## src/rtl/nibble_serial_adder_pkg.sv

```systemverilog
// rtl/nibble_serial_adder_pkg.sv - shared constants and state encoding for the nibble-serial adder
package nibble_serial_adder_pkg;

    localparam int NIB_W = 4;

    typedef enum logic [1:0] {
        IDLE = 2'd0,
        RUN  = 2'd1,
        DONE = 2'd2
    } state_t;

    // Nibble index width; a single-nibble adder still needs one counter bit.
    function automatic int idx_width(input int nibs);
        return (nibs > 1) ? $clog2(nibs) : 1;
    endfunction

endpackage

```

## src/rtl/nibble_serial_adder_csa.sv

```systemverilog
// rtl/nibble_serial_adder_csa.sv - 4-bit carry select adder stage
module nibble_serial_adder_csa
    import nibble_serial_adder_pkg::*;
(
    input  logic [NIB_W-1:0] a,
    input  logic [NIB_W-1:0] b,
    input  logic             cin,
    output logic [NIB_W-1:0] s,
    output logic             cout
);

    logic [2:0] lo;
    logic [2:0] hi0;
    logic [2:0] hi1;

    // Upper pair is precomputed for both incoming carries; the low pair's carry picks one.
    assign lo   = {1'b0, a[1:0]} + {1'b0, b[1:0]} + {2'b00, cin};
    assign hi0  = {1'b0, a[3:2]} + {1'b0, b[3:2]};
    assign hi1  = hi0 + 3'd1;

    assign s    = {(lo[2] ? hi1[1:0] : hi0[1:0]), lo[1:0]};
    assign cout = lo[2] ? hi1[2] : hi0[2];

endmodule

```

## src/rtl/nibble_serial_adder.sv

```systemverilog
// rtl/nibble_serial_adder.sv - multi-cycle WIDTH-bit adder sequencing one csa stage per nibble
module nibble_serial_adder
    import nibble_serial_adder_pkg::*;
#(
    parameter int WIDTH = 16
) (
    input  logic             clk,
    input  logic             rst,
    input  logic             start,
    input  logic [WIDTH-1:0] a,
    input  logic [WIDTH-1:0] b,
    input  logic             cin,
    output logic             busy,
    output logic             done,
    output logic [WIDTH-1:0] sum,
    output logic             cout
);

    localparam int NIBS  = WIDTH / NIB_W;
    localparam int IDX_W = idx_width(NIBS);
    localparam logic [IDX_W-1:0] LAST_IDX = IDX_W'(NIBS - 1);

    state_t           state;
    state_t           state_nx;
    logic [WIDTH-1:0] opa;
    logic [WIDTH-1:0] opb;
    logic [WIDTH-1:0] sum_nx;
    logic             carry;
    logic [IDX_W-1:0] idx;
    logic [NIB_W-1:0] nib_a;
    logic [NIB_W-1:0] nib_b;
    logic [NIB_W-1:0] nib_s;
    logic             nib_c;
    logic             accept;
    logic             last;

    assign last = (idx == LAST_IDX);

    always_comb begin
        nib_a = '0;
        nib_b = '0;
        for (int k = 0; k < NIBS; k++) begin
            if (idx == IDX_W'(k)) begin
                nib_a = opa[k*NIB_W +: NIB_W];
                nib_b = opb[k*NIB_W +: NIB_W];
            end
        end
    end

    // Only the current nibble of sum is replaced; the rest keeps partial/stale data.
    always_comb begin
        sum_nx = sum;
        for (int k = 0; k < NIBS; k++) begin
            if (idx == IDX_W'(k)) begin
                sum_nx[k*NIB_W +: NIB_W] = nib_s;
            end
        end
    end

    nibble_serial_adder_csa u_csa (
        .a    (nib_a),
        .b    (nib_b),
        .cin  (carry),
        .s    (nib_s),
        .cout (nib_c)
    );

    always_comb begin
        state_nx = state;
        accept   = 1'b0;
        busy     = 1'b0;
        done     = 1'b0;
        case (state)
            IDLE: begin
                if (start) begin
                    accept   = 1'b1;
                    state_nx = RUN;
                end
            end
            RUN: begin
                busy = 1'b1;
                if (last) begin
                    state_nx = DONE;
                end
            end
            DONE: begin
                done = 1'b1;
                if (start) begin
                    accept   = 1'b1;
                    state_nx = RUN;
                end else begin
                    state_nx = IDLE;
                end
            end
            default: state_nx = IDLE;
        endcase
    end

    always_ff @(posedge clk or posedge rst) begin
        if (rst) begin
            state <= IDLE;
            opa   <= '0;
            opb   <= '0;
            carry <= 1'b0;
            idx   <= '0;
            sum   <= '0;
            cout  <= 1'b0;
        end else begin
            state <= state_nx;
            if (accept) begin
                opa   <= a;
                opb   <= b;
                carry <= cin;
                idx   <= '0;
            end else if (state == RUN) begin
                sum   <= sum_nx;
                carry <= nib_c;
                if (last) begin
                    cout <= nib_c;
                end else begin
                    idx <= idx + 1'b1;
                end
            end
        end
    end

endmodule

```

## config.mk

```make
export PLATFORM = sky130hd
export DESIGN_NAME = nibble_serial_adder
export DESIGN_NICKNAME = d
export VERILOG_FILES = /design/src/rtl/nibble_serial_adder_pkg.sv /design/src/rtl/nibble_serial_adder_csa.sv /design/src/rtl/nibble_serial_adder.sv
export SDC_FILE = /design/constraint.sdc
export NUM_CORES = 1
export LEC_CHECK = 0
export CAP_MARGIN = 10
export CELL_PAD_IN_SITES_DETAIL_PLACEMENT = 1
export CELL_PAD_IN_SITES_GLOBAL_PLACEMENT = 2
export CORE_MARGIN = 1.5
export CORE_UTILIZATION = 31
export CTS_CLUSTER_SIZE = 20
export DETAILED_ROUTE_END_ITERATION = 6
export PLACE_DENSITY_LB_ADDON = 0.1
export SYNTH_ARGS = -nofsm -noshare
export SYNTH_HDL_FRONTEND = slang
export SYNTH_SLANG_ARGS = --single-unit
export TNS_END_PERCENT = 30
```

## constraint.sdc

```tcl
create_clock -name clk -period 3.9 [get_ports clk]
set_clock_uncertainty 0.1 [all_clocks]
set_input_delay 0.39 -clock clk [delete_from_list [all_inputs] [get_ports clk]]
set_output_delay 0.39 -clock clk [all_outputs]
set_load 0.05 [all_outputs]
```

==> qor.yml, run 1 <==
outcome:
  outcome: "finished clean"
route:
  drc: 0
  ant_nets: 0
  drt-vias-per-instance: 4.618
  detail_route.wl_per_cell_um: 14.52
  first_pass_iters: 3
  drt_iter0_markers: 80
  drt-total-wl_um: 5969
  vias: 1898
clock_network:
  postCtsHoldBufs: 0
  path_clk_slew_ns: 0.10
  cts_buffers: 5
  h-tree-depth: 2
  post-cts-setup-buffer-count: 0
  tritoncts: "done"
  clk_latency_ns: 0.31
  cts-root-buf: "clkbuf_8"
  ctsLongestPathBuffers: 2
  cts.sinks: 54
  cts_resized: 0
pwr:
  pwr-share-seq_pct: 32.5
  power.net_switching_mw: 1.441
  switching_share_pct: 45.93
  p_clk_share_pct: 12.2
  pwr-share-comb_pct: 55.3
  p_int_mw: 1.696
  p_leak_nw: 1.491
  vdd_drop_max_uv: 291.1
  p_per_area_nw_per_um2: 978.0
cells_and_area:
  final_cell_area_um2: 3208
  antenna_cells: 0
  nets: 353
  drive_gt1_share_pct: 7.767
  syn2layout_area_growth_pct: 27.63
  final_common_cell: "nand2_1"
  most-common-layout-cells: "nand2_1 (115), dfrtp_1 (54), clkdlybuf4s50_1 (54)"
  layoutNonFillerInstCount: 411
worst_setup_path:
  startpoint_type: "flip-flop"
  crit_slowest_cell: "fa_1"
  slowest_delay_ns: 0.47
  worstPathArrival_ns: 3.32
  r2r_end: "sum[3]$_DFFE_PP0P_"
  cp_max_fo: 10
  critPathLaunch: "idx[1]$_DFFE_PP0P_"
  critPathMostFrequentCell: "ha_1"
  required_ns: 3.99
  path_cells: "inv_1, ha_1, nor2b_4, a221oi_1, o31ai_1, ha_1, fa_1, ha_1, mux2i_1, o21ai_0"
  endpoint_kind: "flip-flop"
  critPathCapture: "sum[3]$_DFFE_PP0P_"
  worst-setup-path-type: "reg -> reg"
  worst-r2r-cell-count: 10
  reg2reg_from: "idx[1]$_DFFE_PP0P_"
  reg2reg_slack_ns: 0.67
die:
  rows: 32
  io_pins: 55
  initial_utilization_pct: 32.20
  die_area_um2: 8657
  core_area_um2: 7807
  chipWidth_um: 93.05
  dieHeight_um: 93.05
timing:
  max_freq_mhz: 309.1
  setup_violations: 0
  post-route-period-util_pct: 82.95
  rsz0062_at_grt: "no"
  worst_pin_slew_ns: 0.6284
  hold_viol: 0
  drv_slew: 0
  post-route-min-period_ns: 3.235
  setup_tns_ns: 0
  relSlewSlack_pct: 58.10
synth:
  synthCells: 258
  yosysTopAreaCell: "dfrtp_1"
  synth_top_cells_by_area: "dfrtp_1 (54%), nand2_1 (17%), mux2_2 (3.6%)"
  yosys.area_share.adder_pct: 5.376
  synth.cell_area_um2: 2514
  yosysUniqueCellTypes: 28
  synth-xor-area-share_pct: 0.6969
  syn_nets: 303
  yosys.area_share.simple_pct: 23.30
  yosysSeqAreaShare_pct: 53.76
  ys_seq_elements: 54
  synth_mux_area_share_pct: 3.982
  netlist.area_leader.share_pct: 53.76
  synth_top_family_by_area: "simple AND/OR/NAND/NOR gates"
  syn_avg_cell_area_um2: 9.743
  synth_compound_area_share_pct: 7.666
  yosys_warnings: 0
placement:
  globalplace.congestion: 0.7450
  dp_cells: 403
  dp_hpwl_um: 4472
  port_buffers: 54
  dpl_cell_area_um2: 3094
global_routing:
  grt_max_degree: 37
  antenna_found_initial: 0
  track_usage_pct: 15.42
  grt_pass1_wl_um: 10330
  grt-ovfl-total: 0
  grt_pass1_vias: 2023
run:
  cap_violations: 0
worst_hold_path:
  hold_path_class: "in -> async"
[layer usage]
metal	track usage, %	share of wire, %	vias up
li1	-	-	933
met1	21.53	49	915
met2	24.09	46	41
met3	3.333	3.8	9
met4	4.419	1.7	0
met5	0	0	-
[area by class of cell]
class / count / area, µm²
inverters: 5 / 18.77
well taps: 102 / 127.6
fillers: 915 / 4599
multi-input cells: 185 / 1033
flip-flops and latches: 54 / 1351
clock inverters: 3 / 45.04
clock buffers: 5 / 68.82
repair buffers: 57 / 563.0
[power by group through the flow]
stage / logic (mW) / registers, mW / clock network (mW)
3_3_place_gp: 1.72 / 1.03 / 0
2_1_floorplan: 1.00 / 1.26 / 0
6_report: 1.74 / 1.02 / 0.383
5_1_grt: 1.94 / 1.06 / 0.408
4_1_cts: 1.78 / 1.03 / 0.395
3_5_place_dp: 1.77 / 1.04 / 0
[worst min path at each step]
| stage | end | slack, ns | depth (start not counted) |
|---|---|---|---|
| after floorplan | opb[12]$_DFFE_PP0P_ | 0.34 | 2 |
| after global placement | opa[5]$_DFFE_PP0P_ | 0.36 | 2 |
| after detailed placement | opb[13]$_DFFE_PP0P_ | 0.37 | 2 |
| after CTS | opa[10]$_DFFE_PP0P_ | 0.39 | 2 |
| after global routing | opa[10]$_DFFE_PP0P_ | 0.42 | 2 |
| final | sum[1]$_DFFE_PP0P_ | 0.37 | 2 |
[cell families (layout without fill, tap and decap cells)]
| logic type | count (synthesis) | count (layout) |
|---|---|---|
| mux | 9 | 9 |
| flops | 54 | 54 |
| compound gates | 28 | 28 |
| simple gates | 137 | 137 |
| xor+xnor | 2 | 2 |
| fa+ha+maj | 9 | 9 |
| buf+inv | 19 | 70 |
[cell usage after synthesis, drive strengths merged]
| library cell | n |
|---|---|
| a211oi | 1 |
| a221oi | 8 |
| and2b | 1 |
| buf | 13 |
| clkbuf | 1 |
| dfrtp | 54 |
| fa | 3 |
| ha | 6 |
| inv | 5 |
| mux2 | 8 |
| mux2i | 1 |
| nand2 | 115 |
| nand2b | 1 |
| nand3 | 2 |
| nand3b | 4 |
| nor2 | 1 |
| nor2b | 11 |
| nor3 | 1 |
| o21ai | 11 |
| o31ai | 8 |
| or3b | 1 |
| xnor2 | 1 |
| xor2 | 1 |
[through the flow]
stage          setup WS [ns]  utilization, %  total power, mW  hold WS (ns)
6_report              0.6651           41.09            3.137        0.3719
5_1_grt               0.4078           41.09            3.412        0.4177
4_1_cts               0.6112           41.09            3.198        0.3930
3_5_place_dp          0.6415           39.63            2.809        0.3668
3_3_place_gp          0.7178           39.63            2.759        0.3616
2_1_floorplan          1.132               -            2.259        0.3444
[critical path, delay by kind of cell (launching register included)]
kind	cells	cell delay (ns)
buffers and inverters	1	0.09
adder cells (fa/ha/maj)	4	1.44
AO/OA/AOI/OAI	3	0.66
multiplexers	1	0.28
flip-flops	1	0.42
AND/OR/NAND/NOR	1	0.12
[state kept, by name, indices dropped and copies added, names as in the netlist]
name,flops
opa,16
state,2
carry,1
cout,1
idx,2
sum,16
opb,16
Note: power is estimated with default switching activity, not from simulation.
==> inputs of run 2 (changes only) <==
CORE_UTILIZATION = 28   (was 31)
clock period = 2.78 ns   (was 3.9 ns; I/O delays follow)
==> run 2 against run 1 <==
Effect of this change: global-route usage decreased by 1.3 points; via count rose by 3.5%; critical path type unchanged; critical endpoint unchanged; highest routed layer unchanged; total power rose by 63%; largest cell class unchanged; wire length rose by 4.1%.
==> qor.yml, run 2 (same netlist as run 1, synthesis figures left out) <==
cells_and_area:
  nets: 372  # was 353
  fin_util_pct: 39.83  # was 41.09%
  layoutNonFillerInstCount: 436  # was 411
  reg_top3: "opa x16, opb x16, sum x16"  # unchanged
  n_fill_cell: 990  # was 915
  most-common-layout-cells: "nand2_1 (114), dfrtp_1 (54), clkdlybuf4s50_1 (54)"  # was nand2_1 (115), dfrtp_1 (54), clkdlybuf4s50_1 (54)
  syn2layout_area_growth_pct: 38.18  # was 27.63%
  antenna_cells: 0  # unchanged
  final_common_cell: "nand2_1"  # unchanged
  drive_gt1_share_pct: 17.99  # was 7.767%
timing:
  relSlewSlack_pct: 43.62  # was 58.10%
  setup_violations: 0  # unchanged
  worst_pin_slew_ns: 0.8457  # was 0.6284 ns
  post-route-min-period_ns: 2.734  # was 3.235 ns
  rsz0062_at_grt: "yes"  # was no
  max_freq_mhz: 365.8  # was 309.1 MHz
  post-route-period-util_pct: 98.34  # was 82.95%
  whs_ns: 0.2244  # was 0.3719 ns
  setup_ws_ns: 0.04608  # was 0.6651 ns
  drv_slew: 0  # unchanged
  hold_viol: 0  # unchanged
die:
  die_area_um2: 9555  # was 8657 µm²
  chipWidth_um: 97.75  # was 93.05 µm
  rows: 34  # was 32
  core_area_um2: 8721  # was 7807 µm²
  initial_utilization_pct: 28.82  # was 32.20%
  io_pins: 55  # unchanged
  dieHeight_um: 97.75  # was 93.05 µm
route:
  ant_nets: 0  # unchanged
  first_pass_iters: 4  # was 3
  drc: 0  # unchanged
  detail_route.wl_per_cell_um: 14.25  # was 14.52 µm
  vias: 1965  # was 1898
  drt-vias-per-instance: 4.507  # was 4.618
  drt-total-wl_um: 6211  # was 5969 µm
  drt_iter0_markers: 28  # was 80
clock_network:
  postCtsHoldBufs: 0  # unchanged
  cts.sinks: 54  # unchanged
  tritoncts: "done"  # unchanged
  cts_buffers: 5  # unchanged
  clk_latency_ns: 0.31  # about the same
  h-tree-depth: 2  # unchanged
  path_clk_slew_ns: 0.10  # about the same
  cts-root-buf: "clkbuf_8"  # unchanged
  ctsLongestPathBuffers: 2  # unchanged
worst_setup_path:
  worst-setup-path-type: "reg -> reg"  # unchanged
  crit_slowest_cell: "fa_2"  # was fa_1
  path_delay_family: "adder cells"  # unchanged
  endpoint_kind: "flip-flop"  # unchanged
  startpoint_type: "flip-flop"  # unchanged
  worstPathArrival_ns: 2.83  # was 3.32 ns
  cp_max_fo: 16  # was 10
  cp_num_buf_inv: 1  # unchanged
  critPathMostFrequentCell: "ha_2"  # was ha_1
  critPathLaunch: "idx[1]$_DFFE_PP0P_"  # unchanged
  reg2reg_from: "idx[1]$_DFFE_PP0P_"  # unchanged
  required_ns: 2.88  # was 3.99 ns
  slowest_delay_ns: 0.46  # was 0.47 ns
  path_cells: "buf_4, ha_2, nor2b_1, o31ai_1, ha_2, fa_2, ha_4, mux2i_4, o21ai_1"  # was inv_1, ha_1, nor2b_4, a221oi_1, o31ai_1, ha_1, fa_1, ha_1, mux2i_1, o21ai_0
worst_hold_path:
  hold_path_class: "in -> async"  # unchanged
global_routing:
  grt_max_degree: 55  # was 37
  grt_pass1_vias: 2119  # was 2023
  antenna_found_initial: 0  # unchanged
  grt-ovfl-total: 0  # unchanged
  track_usage_pct: 14.17  # was 15.42%
  grt_pass1_wl_um: 10780  # was 10330 µm
placement:
  dp_hpwl_um: 4643  # was 4472 µm
  globalplace.congestion: 0.6947  # was 0.7450
  port_buffers: 54  # unchanged
  dp_cells: 423  # was 403
  post-place-ws_ns: -0.2368  # was 0.6415 ns
pwr:
  p_leak_nw: 1.606  # was 1.491 nW
  vdd_drop_max_uv: 548.1  # was 291.1 µV
  p_per_area_nw_per_um2: 1468  # was 978.0 nW/µm²
outcome:
  outcome: "finished clean"  # unchanged
run:
  cap_violations: 0  # unchanged
## run 2: worst reg2reg max path: cells and delay by family (launching register included)
kind | cells | cell delay, ns
adder cells (fa/ha/maj) | 4 | 1.23
flip-flops | 1 | 0.41
AO/OA/AOI/OAI | 2 | 0.38
multiplexers | 1 | 0.19
AND/OR/NAND/NOR | 1 | 0.17
buffers and inverters | 1 | 0.14
## run 2: stage by stage
step / instance area, µm² / setup TNS, ns / power (mW)
floorplan: 2514 / 0 / 3.170
global placement: 3244 / -0.4432 / 4.106
detailed placement: 3244 / -1.607 / 4.158
CTS: 3388 / -0.06270 / 4.829
global route: 3473 / -0.2394 / 5.535
finish: 3473 / 0 / 5.100
## run 2: final cells by class
cell class	instances	area, µm²	area share, %
Tap cell	108	135.1	3.891
Clock buffer	7	96.34	2.774
Sequential cell	54	1351	38.91
Inverter	5	18.77	0.5403
Multi-Input combinational cell	185	1120	32.24
Timing Repair Buffer	76	743.2	21.40
Clock inverter	1	8.758	0.2522
## run 2: routing by layer
| layer | global-route usage, % | wire [µm] | vias up |
|---|---|---|---|
| li1 | - | - | 971 |
| met1 | 19.63 | 3018 | 954 |
| met2 | 22.54 | 2914 | 34 |
| met3 | 3.006 | 204 | 6 |
| met4 | 3.956 | 74 | 0 |
| met5 | 0 | 0 | - |
## run 2: what timing repair did
| action | CTS | global route |
|---|---|---|
| setup buffers | 3 | 2 |
| endpoints found under the setup margin | 14 | 14 |
| pin swaps | 6 | 13 |
| gates resized for setup | 11 | 14 |
## run 2: power by group
group          leakage [nW]  internal (mW)  switching (mW)
combinational         0.885           1.46            1.71
clock                0.0544          0.229           0.260
sequential            0.667           1.17           0.271
## run 2: final timing paths
path / depth (start not counted) / slack [ns] / endpoint
min in group clk: 3 / 0.38 / opb[2]$_DFFE_PP0P_
setup reg to reg: 9 / 0.05 / sum[3]$_DFFE_PP0P_
hold / removal: 3 / 0.22 / opa[9]$_DFFE_PP0P_
hold reg to reg: 2 / 0.39 / sum[6]$_DFFE_PP0P_
max in group asynchronous: 3 / 2.10 / opb[8]$_DFFE_PP0P_
setup / recovery: 9 / 0.05 / sum[3]$_DFFE_PP0P_
